[config.mk]
export PLATFORM = sky130hd
export DESIGN_NAME = branch_resolve_queue
export DESIGN_NICKNAME = d
export VERILOG_FILES = /design/src/rtl/branch_resolve_queue.sv
export SDC_FILE = /design/constraint.sdc
export NUM_CORES = 1
export LEC_CHECK = 0
export CAP_MARGIN = 20
export CORE_MARGIN = 5
export CORE_UTILIZATION = 40
export DETAILED_ROUTE_END_ITERATION = 16
export DONT_BUFFER_PORTS = 1
export PLACE_DENSITY = 0.56
export RECOVER_POWER = 50
export SKIP_CTS_REPAIR_TIMING = 1
export SYNTH_ARGS = -nofsm -noshare
export SYNTH_HDL_FRONTEND = slang
export SYNTH_SLANG_ARGS = --single-unit
[constraint.sdc]
create_clock -name clk -period 9.6 [get_ports clk]
set_input_delay 1.44 -clock clk [delete_from_list [all_inputs] [get_ports clk]]
set_output_delay 1.44 -clock clk [all_outputs]
set_load 0.02 [all_outputs]
[src/rtl/branch_resolve_queue.sv]
// In-order branch tracker: holds predictions until execute resolves them, drives the predictor
// update strobe and the mispredict flush/redirect. Optional counters under `BRQ_STATS_EN`.
`timescale 1ns/1ps
module branch_resolve_queue #(
    parameter int DEPTH    = 8,
    parameter int GHR_BITS = 8
) (
    input  logic                       clk,
    input  logic                       reset,
    input  logic                       push_valid,
    output logic                       push_ready,
    input  logic [31:0]                push_pc,
    input  logic                       push_pred_taken,
    input  logic [31:0]                push_pred_target,
    input  logic [GHR_BITS-1:0]        push_ghr,
    input  logic                       resolve_valid,
    input  logic                       resolve_taken,
    input  logic [31:0]                resolve_target,
    output logic                       upd_valid,
    output logic [31:0]                upd_pc,
    output logic                       upd_taken,
    output logic [GHR_BITS-1:0]        upd_ghr,
    output logic                       mispredict,
    output logic [31:0]                redirect_pc,
    output logic [$clog2(DEPTH):0]     count,
    output logic                       err_underflow
`ifdef BRQ_STATS_EN
    ,
    output logic [31:0]                stat_branches,
    output logic [31:0]                stat_mispredicts
`endif
);
    localparam int PW = $clog2(DEPTH);
    localparam int CW = PW + 1;

    typedef struct packed {
        logic [31:0]         pc;
        logic                taken;
        logic [31:0]         target;
        logic [GHR_BITS-1:0] ghr;
    } entry_t;

    typedef enum logic {ST_RUN, ST_RECOVER} state_t;

    entry_t              ent_q [DEPTH];
    entry_t              ent_d [DEPTH];
    logic [PW-1:0]       rd_ptr_q, rd_ptr_d, wr_ptr_q, wr_ptr_d;
    logic [CW-1:0]       count_q, count_d;
    state_t              state_q, state_d;
    logic                upd_valid_q, upd_valid_d;
    logic [31:0]         upd_pc_q, upd_pc_d;
    logic                upd_taken_q, upd_taken_d;
    logic [GHR_BITS-1:0] upd_ghr_q, upd_ghr_d;
    logic                mispredict_q, mispredict_d;
    logic [31:0]         redirect_pc_q, redirect_pc_d;
    logic                err_q, err_d;

    entry_t head;
    logic   pop, mis, push_fire;

    always_comb begin
        head       = ent_q[rd_ptr_q];
        push_ready = (state_q == ST_RUN) && (count_q < CW'(DEPTH));
        pop        = resolve_valid && (count_q != '0);
        mis        = pop && ((head.taken != resolve_taken) ||
                             (resolve_taken && (head.target != resolve_target)));
        // A push in the mispredict cycle is on the wrong path and is dropped.
        push_fire  = push_valid && push_ready && !mis;

        ent_d         = ent_q;
        rd_ptr_d      = rd_ptr_q;
        wr_ptr_d      = wr_ptr_q;
        count_d       = count_q;
        state_d       = mis ? ST_RECOVER : ST_RUN;
        upd_valid_d   = pop;
        upd_pc_d      = pop ? head.pc : upd_pc_q;
        upd_taken_d   = pop ? resolve_taken : upd_taken_q;
        upd_ghr_d     = pop ? head.ghr : upd_ghr_q;
        mispredict_d  = mis;
        redirect_pc_d = redirect_pc_q;
        err_d         = err_q | (resolve_valid && (count_q == '0));

        if (push_fire) begin
            ent_d[wr_ptr_q] = '{pc: push_pc, taken: push_pred_taken,
                                target: push_pred_target, ghr: push_ghr};
            wr_ptr_d        = wr_ptr_q + PW'(1);
        end

        if (mis) begin
            redirect_pc_d = resolve_taken ? resolve_target : head.pc + 32'd4;
            rd_ptr_d      = wr_ptr_q;
            count_d       = '0;
        end else begin
            if (pop)
                rd_ptr_d = rd_ptr_q + PW'(1);
            count_d = count_q + CW'(push_fire) - CW'(pop);
        end
    end

    always_ff @(posedge clk) begin
        if (reset) begin
            rd_ptr_q      <= '0;
            wr_ptr_q      <= '0;
            count_q       <= '0;
            state_q       <= ST_RUN;
            upd_valid_q   <= 1'b0;
            upd_pc_q      <= '0;
            upd_taken_q   <= 1'b0;
            upd_ghr_q     <= '0;
            mispredict_q  <= 1'b0;
            redirect_pc_q <= '0;
            err_q         <= 1'b0;
        end else begin
            rd_ptr_q      <= rd_ptr_d;
            wr_ptr_q      <= wr_ptr_d;
            count_q       <= count_d;
            state_q       <= state_d;
            upd_valid_q   <= upd_valid_d;
            upd_pc_q      <= upd_pc_d;
            upd_taken_q   <= upd_taken_d;
            upd_ghr_q     <= upd_ghr_d;
            mispredict_q  <= mispredict_d;
            redirect_pc_q <= redirect_pc_d;
            err_q         <= err_d;
        end
    end

    // Entry payload needs no reset; only pointers/count define validity.
    always_ff @(posedge clk) begin
        ent_q <= ent_d;
    end

    assign upd_valid     = upd_valid_q;
    assign upd_pc        = upd_pc_q;
    assign upd_taken     = upd_taken_q;
    assign upd_ghr       = upd_ghr_q;
    assign mispredict    = mispredict_q;
    assign redirect_pc   = redirect_pc_q;
    assign count         = count_q;
    assign err_underflow = err_q;

`ifdef BRQ_STATS_EN
    logic [31:0] stat_br_q, stat_br_d, stat_mis_q, stat_mis_d;

    always_comb begin
        stat_br_d  = (pop && (stat_br_q != '1))  ? stat_br_q + 32'd1  : stat_br_q;
        stat_mis_d = (mis && (stat_mis_q != '1)) ? stat_mis_q + 32'd1 : stat_mis_q;
    end

    always_ff @(posedge clk) begin
        if (reset) begin
            stat_br_q  <= '0;
            stat_mis_q <= '0;
        end else begin
            stat_br_q  <= stat_br_d;
            stat_mis_q <= stat_mis_d;
        end
    end

    assign stat_branches    = stat_br_q;
    assign stat_mispredicts = stat_mis_q;
`else
    // Statistics counters are not built in this configuration.
`endif

endmodule

# Word level (Yosys, flattened, before mapping)
# Index checks and enable logic that the tools add are counted.
# classes
addsub,5
order_cmp,4
eq_ne,2
muxes,10
bitwise,4
n_reduce_logical,14
# ops
op,count
$bwmux 584,1
$bmux 73 s3,1
$demux 73 s3,1
$mux 73,3
$add 32x3->32 const B,1
$mux 32,1
$ne 32x32->1,1
$ge 4x4->1 const B,2
$logic_and 1x1->1,8
$not 3->4,2
$add 3x1->3 const B,2
$mux 3,2
$add 4x1->4,1
$logic_not 4->1,1
$lt 4x1->1 const B,1
$lt 4x4->1 const B,1
$reduce_bool 4->1,1
$sub 4x1->4,1
$reduce_bool 2->1,1
$reduce_or 2->1,1
$logic_not 1->1,1
$logic_or 1x1->1,1
$mux 1,1
$ne 1x1->1,1
2 further kinds,2
# totals
ff_bits,671
inputBits,110
out_inout_bits,81
wordCells,82

# Logic depth before layout (Yosys ltp)
# Gate-level depths: netlist (run 1).
# logic_depth
ltp_word,12
depth_mapped,20
ltp_nobuf,15

# Worst setup path before layout (run 1)
# OpenSTA, ideal clock, no wires.
# synth_timing
path_type,in2reg
from,in resolve_target[17]
to,"reg ent_q[292] (netlist name), enable pin"
setup_ps,684
t_arrival_ps,9576
required_time_ps,8916
path_slack_ps,-660
cell_stages,7
n_path_buf,1
cell_sequence,a31o_2 a2111oi_2 nand4_1 and4bb_2 nor2_4 buf_6 nor4_1
# synth_between
elab_chain_cells,6
# synth_lines
item,line_no,rtl
start: declaration,18,"input logic [31:0] resolve_target,"
$ne 32x32->1,66,(resolve_taken && (head.target != resolve_target)));
$logic_and 1x1->1,66,
$logic_or 1x1->1,65,mis = pop && ((head.taken != resolve_taken) ||
$logic_and 1x1->1,65,
$logic_not 1->1,68,push_fire = push_valid && push_ready && !mis;
$logic_and 1x1->1,68,
end signal: assignment,130,ent_q <= ent_d;
end: declaration,45,entry_t ent_q [DEPTH];
# Every way passes these cells.
# A chain may end at the register's enable or synchronous reset.

# Worst setup path after layout (run 1)
# layout_timing
from,reg count_q[3] (netlist: count[3])
to,reg count_q[2] (netlist: count[2])
# layout_between
elab_chain_cells,7
word_cells_on_any_way,11
cone_classes,2 x add/sub; 1 x order compare; 8 x reduce/logical
# layout_lines
item,line_no,rtl
start: declaration,48,"logic [CW-1:0] count_q, count_d;"
start signal: assignment,116,count_q <= count_d;
"parallel branches: the longest is 7 deep, another holds $lt 4x4->1",n/a,
# Several ways; the timed one is not identified.

==> results of run 1 <==
-- power by group --
part | internal, uW | switching, uW
sequential | 3480 | 389
combinational | 862 | 1160
clock | 1660 | 1110
total | 6000 | 2660
-- state kept, by name, indices dropped and copies added (netlist names) --
signal	count
count	4
ent_q	584
err_underflow	1
rd_ptr_q	3
redirect_pc	32
state_q	1
upd_ghr	8
upd_pc	32
upd_taken	1
upd_valid	1
wr_ptr_q	3
-- per-layer routing --
metal	vias to the layer above	global-route usage [%]	wire, um
met5	-	0	0
met4	0	4.79	1470
met3	89	8.11	7240
met2	459	29.3	32000
met1	6948	25.4	28100
li1	5781	-	-
-- layout make-up --
class	count	area (um^2)	share of cell area, %
inverters	12	46.3	0.155
flip-flops and latches	670	19300	64.5
well taps	864	1080	3.62
diodes	1	2.50	0.00838
multi-input cells	642	6840	22.9
clock inverters	37	398	1.33
clock buffers	95	1960	6.56
repair buffers	36	275	0.921
-- worst max-delay path: stages, from the launching register on --
cell and delay (ns):
dfxtp_1 0.57, inv_1 0.10, ha_1 0.19, nor3b_1 0.18, nand2b_1 0.18, clkbuf_1 0.41, clkinv_2 0.14, clkbuf_1 2.70
ha_1 0.60, inv_1 0.06, ha_1 0.16, inv_1 0.05, fa_1 0.37, xor2_1 0.17, nor3_1 0.11
-- worst max path at each step --
stage	start	slack, ns	endpoint	depth (start not counted)
finish	count[3]$_SDFF_PP0_	3.50	count[2]$_SDFF_PP0_	14
global route	count[3]$_SDFF_PP0_	2.89	count[2]$_SDFF_PP0_	14
CTS	rd_ptr_q[0]$_SDFFE_PP0P_	3.83	ent_q[314]$_DFFE_PP_	11
detailed placement	rd_ptr_q[0]$_SDFFE_PP0P_	3.86	ent_q[305]$_DFFE_PP_	11
global placement	rd_ptr_q[1]$_SDFFE_PP0P_	3.94	ent_q[305]$_DFFE_PP_	11
floorplan	resolve_target[17]	-0.66	ent_q[292]$_DFFE_PP_	7
-- synth_stat cells (all sizes together) (2+ instances only) --
cell type | count | area, um^2
mux2i | 95 | 951
a21oi | 48 | 244
nand2 | 24 | 90.1
nor3 | 22 | 110
or2 | 2 | 12.5
dlygate4sd1 | 2 | 17.5
ha | 8 | 100
a211oi | 62 | 480
inv | 12 | 45.0
clkbuf | 26 | 97.6
a21o | 2 | 15.0
dfxtp | 86 | 1720
nand2b | 3 | 18.8
o2111ai | 3 | 26.3
a31oi | 3 | 18.8
mux4 | 138 | 3120
nor3b | 2 | 15.0
nor4 | 10 | 81.3
nand4 | 9 | 62.6
nor2b | 5 | 31.3
and3 | 3 | 18.8
a22oi | 8 | 65.1
xnor2 | 29 | 254
nand3b | 9 | 71.3
o21ai | 9 | 45.0
edfxtp | 584 | 17500
a2111oi | 9 | 104
buf | 52 | 455
xor2 | 27 | 236
nor2 | 73 | 282
nand3 | 18 | 113
mux2 | 5 | 56.3
-- cells by family (layout without fill, tap and decap cells) --
group	Yosys count	after routing	share of synthesized area, %
AND/OR/NAND/NOR	188	188	3.68
flip-flops	670	670	72.2
other	0	1	0
AO/OA/AOI/OAI	151	151	3.99
adder cells (fa/ha/maj)	9	9	0.451
buffers and inverters	92	180	2.31
XOR/XNOR	56	56	1.84
multiplexers	238	238	15.5
-- per-stage QoR --
stage	hold slack, ns	utilization (%)	cells	TNS, ns
floorplan	0.492	-	1404	-181.57
finish	0.569	45.3	2357	0
detailed placement	0.553	41.7	2223	0
CTS	0.561	45.3	2355	0
global route	0.588	45.3	2356	0
global placement	0.531	41.7	2223	0
==> metrics list, run 1 <==
- In this run the critical register-to-register path is captured at count[2]$_SDFF_PP0_.
- On the final layout, the worst clock skew is between 0.02 and 0.03 ns.
- During synthesis, Yosys emitted a total of 0 warnings.
* CP required: ~10 ns
* Syn avg cell area: approximately 19 um^2
- Entering global routing, the biggest net connects between 80 and 90 pins.
- Number of distinct library cells after synthesis: between 60 and 70
- Along the worst hold path, the cell count comes to 2.
- After technology mapping, the gate count stands at roughly 1400.
- After clock tree synthesis, the clock-pin slew on the worst setup and hold paths is 0.06 ns.
- The floorplan has 94 rows.
- Leakage: ~0.0091 uW
- Summed over all layers, the routed wires come to approximately 70000 um.
* Cts bufs inserted: about 70
- DRC marker count from the first detailed-route iteration: 1194
- Data on the critical path arrives at its endpoint at 6.63 ns.
* Boundary pin count: 191
- Summed over all nets, the half-perimeter wirelength after detailed placement is ~44000 um.
- Post-synthesis sequential area ratio: 72.2%
- The final route contains roughly 13000 vias.
* Number of design rule violations left after detail routing: 0
- The setup check on the worst reg-to-reg path leaves a slack of about 3.5 ns.
- Max-cap violations in this run came to 1.
* Worst Max-Slew Pin Slew: 3.84 ns
- Average wire per cell in the routed design: a little under 30 um
- Once the floorplan was initialized, standard cells occupied approximately two fifths of the core.
* RSZ-0062 raised after global routing: no
- The startpoint identified for the worst hold timing path is upd_taken$_SDFFE_PP0P_.
- Critical Setup Path Class: flip-flop to flip-flop
* Worst VDD drop: ~0.15 mV
* Final min period: ~6.1 ns
- Synthesis inferred 670 register bits.
- The number of pins with negative max-slew slack in the final report is 86.
* Aggregate global routing overflow: 0
* Synthesized net count: 1523
* Crit-path max FO: 85
* Post-route cell area: ~30000 um^2
- Depth of the worst register-to-register path: 14
* Critical path endpoint category: flip-flop
- Leading cell type in the layout, fill and taps excluded: edfxtp_1
* Antenna Violating Nets Remaining: 0
* Layout overhead on the synthesized area: 12.1%
- Area after detailed placement: 27500 um^2
* Total power density per cell area: 290 nW/um^2
- Post-layout net count: ~1600
* Min setup slack post-route: between 3 and 4 ns
* Critical path launch point type: flip-flop
- Peak clock frequency supported by timing: roughly 0.16 GHz
- Port buffering added 0 buffers.
- Die outline width: approximately 270 um
- Async SR Flop Fraction: 0%
* Failing checks: max-capacitance violations, max-slew violations
* TritonCTS clock tree: done
- Global routing used 19.1% of the available tracks across all layers.
- Primary flip-flop cell chosen by synthesis mapping: edfxtp_1
- The congestion estimate from routability-driven global placement came to between 0.8 and 0.9.
- At the placement stage, the worst setup path has a slack of ~3.9 ns.
* Die footprint: between 70000 and 80000 um^2
* Fraction of layout instances using a drive strength above 1: approximately a fifth
- In the layout the commonest cells are edfxtp_1, mux4_2, mux2i_1.
* Period utilisation layout: 63.5%
- The via count of the first global-routing pass is around 14000.
* Core box area: about 66000 um^2
* Critical R2R Launch: count[3]$_SDFF_PP0_
- The worst pin sits at a relative slew slack of -156%.
- The initial antenna violation count came to 2.
* Power after layout: around 8700 uW
- Clock sink count: 670
- Fill cells in the final layout number around 5600.
- Worst hold endpoint: upd_taken$_SDFFE_PP0P_
- CTS placed an instance of clkbuf_16 at the clock tree root.
- Outcome: complete, but fails checks
* Total of endpoints with negative setup slack in the final report: 0
* Clock network latency to the later pin of the worst-skew pair: 0.61 ns
* Number of synthesized flops with an enable pin: roughly 580
* Die boundary height: between 200 and 300 um
* Class of the tightest hold or removal check: flip-flop to flip-flop
* Post-synthesis instance area: between 20000 and 30000 um^2
* Global-route wire length before repair: roughly 100000 um
* Hold violation count in the final report: 0
- The H-tree was split into 3 levels.
- The clock passes through at most 3 buffers.
- Drt first pass iters: 5
- Vias per Instance: 5.63
Power figures use the tool's default switching activity.
==> run 2, diff against run 1 <==
==> constraint.sdc (replaced) <==
create_clock -name clk -period 5.4 [get_ports clk]
set_input_delay 0.81 -clock clk [delete_from_list [all_inputs] [get_ports clk]]
set_output_delay 0.81 -clock clk [all_outputs]
set_load 0.02 [all_outputs]
==> run 2 against run 1 <==
The flow now finishes without violations. Clock power is 89% higher. Cell count is 0.93% higher. Register-to-register slack worse by 2.8 ns. Core utilization is 0.80 points higher. Die area stayed put. Total power is 82% higher. Global-route usage is 0.065 points higher. First-iteration DRC count is 13% lower. Clock-buffer cell count is 5 higher. Wire length is 0.60% higher. Hold slack worse by 0.28 ns. Sequential cell count stayed put. Critical path type unchanged.
==> metrics list, run 2 (same netlist as run 1, synthesis figures left out) <==
* Outcome: finished clean
- The via count of the first global-routing pass was roughly 14000.
* Crit-path max FO: 57
- Hold violation count in the final report: 0
* Power dissipated by switching net loads: 4810 uW
* Post-layout net count: between 1500 and 2000
- Total of endpoints with negative setup slack in the final report: 0
- The library cell used most frequently in the layout, excluding fill and tap cells, is edfxtp_1.
- Core box area: roughly 66000 um^2
- In the finished design, the share of the clock period the worst path needs comes to around 87%.
- In this run the tightest slew margin relative to its limit is 28.5%.
- The detailed router finished its first iteration with about 1000 violations.
* RSZ-0062 raised after global routing: no
- The worst setup path is launched from a flip-flop.
- After detailed routing, the number of vias per cell comes to roughly 5.7.
- Once layout is complete, the utilization of the core stands at between 40% and 50%.
- Summed over all layers, the global routing overflow is 0.
- Non-filler instance count after layout: 2379
- Largest net degree at the start of global routing: 86
* Internal power consumption: approximately 11000 uW
* Worst Max-Slew Pin Slew: 1.05 ns
- Clock Root Buffer: clkbuf_16
- Counting both buffers and inverters, the worst setup path holds a total of 2.
* Final min period: approximately 4.7 ns
- Placed wire-length estimate: between 40000 and 50000 um
- On the critical path the largest part of the delay comes from simple AND/OR/NAND/NOR gates.
- Die boundary height: 268 um
* Boundary pin count: 191
- Antenna Violating Nets Remaining: 0
* Leakage: about 0.0094 uW
- The first detailed-routing pass took 6 iterations.
- Port buffering added 0 buffers.
- TritonCTS clock tree: done
- CP required: roughly 5.6 ns
- The floorplan step defined a die boundary enclosing a little over 70000 um^2.
- Among all stages on the critical path, the largest delay is contributed by dfxtp_4.
- By startpoint and endpoint, the worst setup path is classified as flip-flop to flip-flop.
* Final Max Tran Viols: 0
* Number of H-tree levels: 3
- The tightest min-delay check is of the primary input to flip-flop type.
- The clock arrives with 0.0208 ns of skew.
* Effective utilization at floorplan: around two fifths
- The completed layout was analyzed and its total power is around 16000 uW.
* Die outline width: 268 um
- The worst setup path is captured at a flip-flop.
* Number of max-cap violations: 0
* Clock share of power: between 30% and 40%
- The floorplan has 94 rows.
- Combinational cells account for around a quarter of the total power.
- Number of vias in the routed layout: between 10000 and 15000
* Switching Fraction: a little under a third
- In this run the power density over the cells is slightly above 500 nW/um^2.
* Fraction of layout instances using a drive strength above 1: between 20% and 30%
- Hold Worst Slack: around 0.29 ns
- Initial antenna violation count: 5
* Cts bufs inserted: 74
- Clock-pin slew was measured on the worst setup and hold paths at 0.06 ns.
* Number of design rule violations left after detail routing: 0
- Critical path data arrival time: roughly 5 ns
- Last weighted congestion value of the routability-driven placer: roughly 0.8
- In this design, the critical path's most frequently occurring cell is buf_4.
* Clock network latency to the later pin of the worst-skew pair: 0.61 ns
- Clock sink count: 670
- Most flops, register: ent_q
* Crit path largest cell delay: roughly 0.94 ns
* Largest register FFs: a little under 600
- Traced cell by cell, the critical path runs through buf_4 > mux4_2 > mux2i_1 > xor2_1 > nand4_1 > nor4_1 > and4bb_2 > nor2_4 > nor3_4 > buf_4.
* Layout overhead on the synthesized area: 14.0%
- Max Root-Sink Buffers: 3
* Worst VDD drop: 0.244 mV
- For this block, the routed nets add up to 69200 um of wire.
- After detailed placement, the design holds a cell count of 2235.
* Average wire per cell in the routed design: between 20 and 30 um
- The first global-routing pass estimated roughly 99000 um of wire.
* GR Util All Layers: a little under a fifth
- Highest-count cells in the layout ignoring fill and taps: edfxtp_1, mux4_2, mux2i_1
* Flop pwr share: 43.2%
- For this run, the top clock speed supported by timing is 0.214 GHz.
## run 2: area by class of cell
class / count / area, um^2
Antenna cell: 7 / 17.5
Clock inverter: 37 / 433
Timing Repair Buffer: 47 / 524
Multi-Input combinational cell: 642 / 6900
Tap cell: 864 / 1080
Clock buffer: 100 / 2130
Sequential cell: 670 / 19300
Fill cell: 5573 / 35600
Inverter: 12 / 46.3
## run 2: metrics by stage
stage	instance area, um^2	setup slack, ns	TNS (ns)
after global placement	27800	0.842	0
after global routing	30400	0.525	0
after CTS	30400	0.760	0
after floorplan	26700	-1.59	-510.28
final	30400	0.716	0
after detailed placement	27800	0.804	0
## run 2: worst paths after layout
kind	from	endpoint	slack (ns)	depth (start not counted)
worst min register to register	upd_taken$_SDFFE_PP0P_	upd_taken$_SDFFE_PP0P_	0.57	2
worst max register to register	rd_ptr_q[2]$_SDFFE_PP0P_	ent_q[281]$_DFFE_PP_	0.72	10
worst max-delay path	rd_ptr_q[2]$_SDFFE_PP0P_	ent_q[281]$_DFFE_PP_	0.72	10
worst min-delay path	reset	upd_pc[1]$_SDFFE_PP0P_	0.29	1
## run 2: per-layer routing
metal  vias to the layer above  share of wire (%)  global-route usage, %
met2                       475                 45                   28.8
met3                        86                 11                   8.41
met1                      7074                 42                   26.1
met4                         6                1.9                   4.14
li1                       5805                  -                      -
met5                         -              0.059                      0
## run 2: power groups by stage
| stage | clock network (uW) | registers, uW | logic [uW] |
|---|---|---|---|
| final | 5220 | 6830 | 3750 |
| after detailed placement | 0 | 6950 | 3800 |
| after floorplan | 0 | 6750 | 2790 |
| after global placement | 0 | 6930 | 3790 |
| after CTS | 5340 | 6840 | 3820 |
| after global routing | 5560 | 6890 | 4050 |
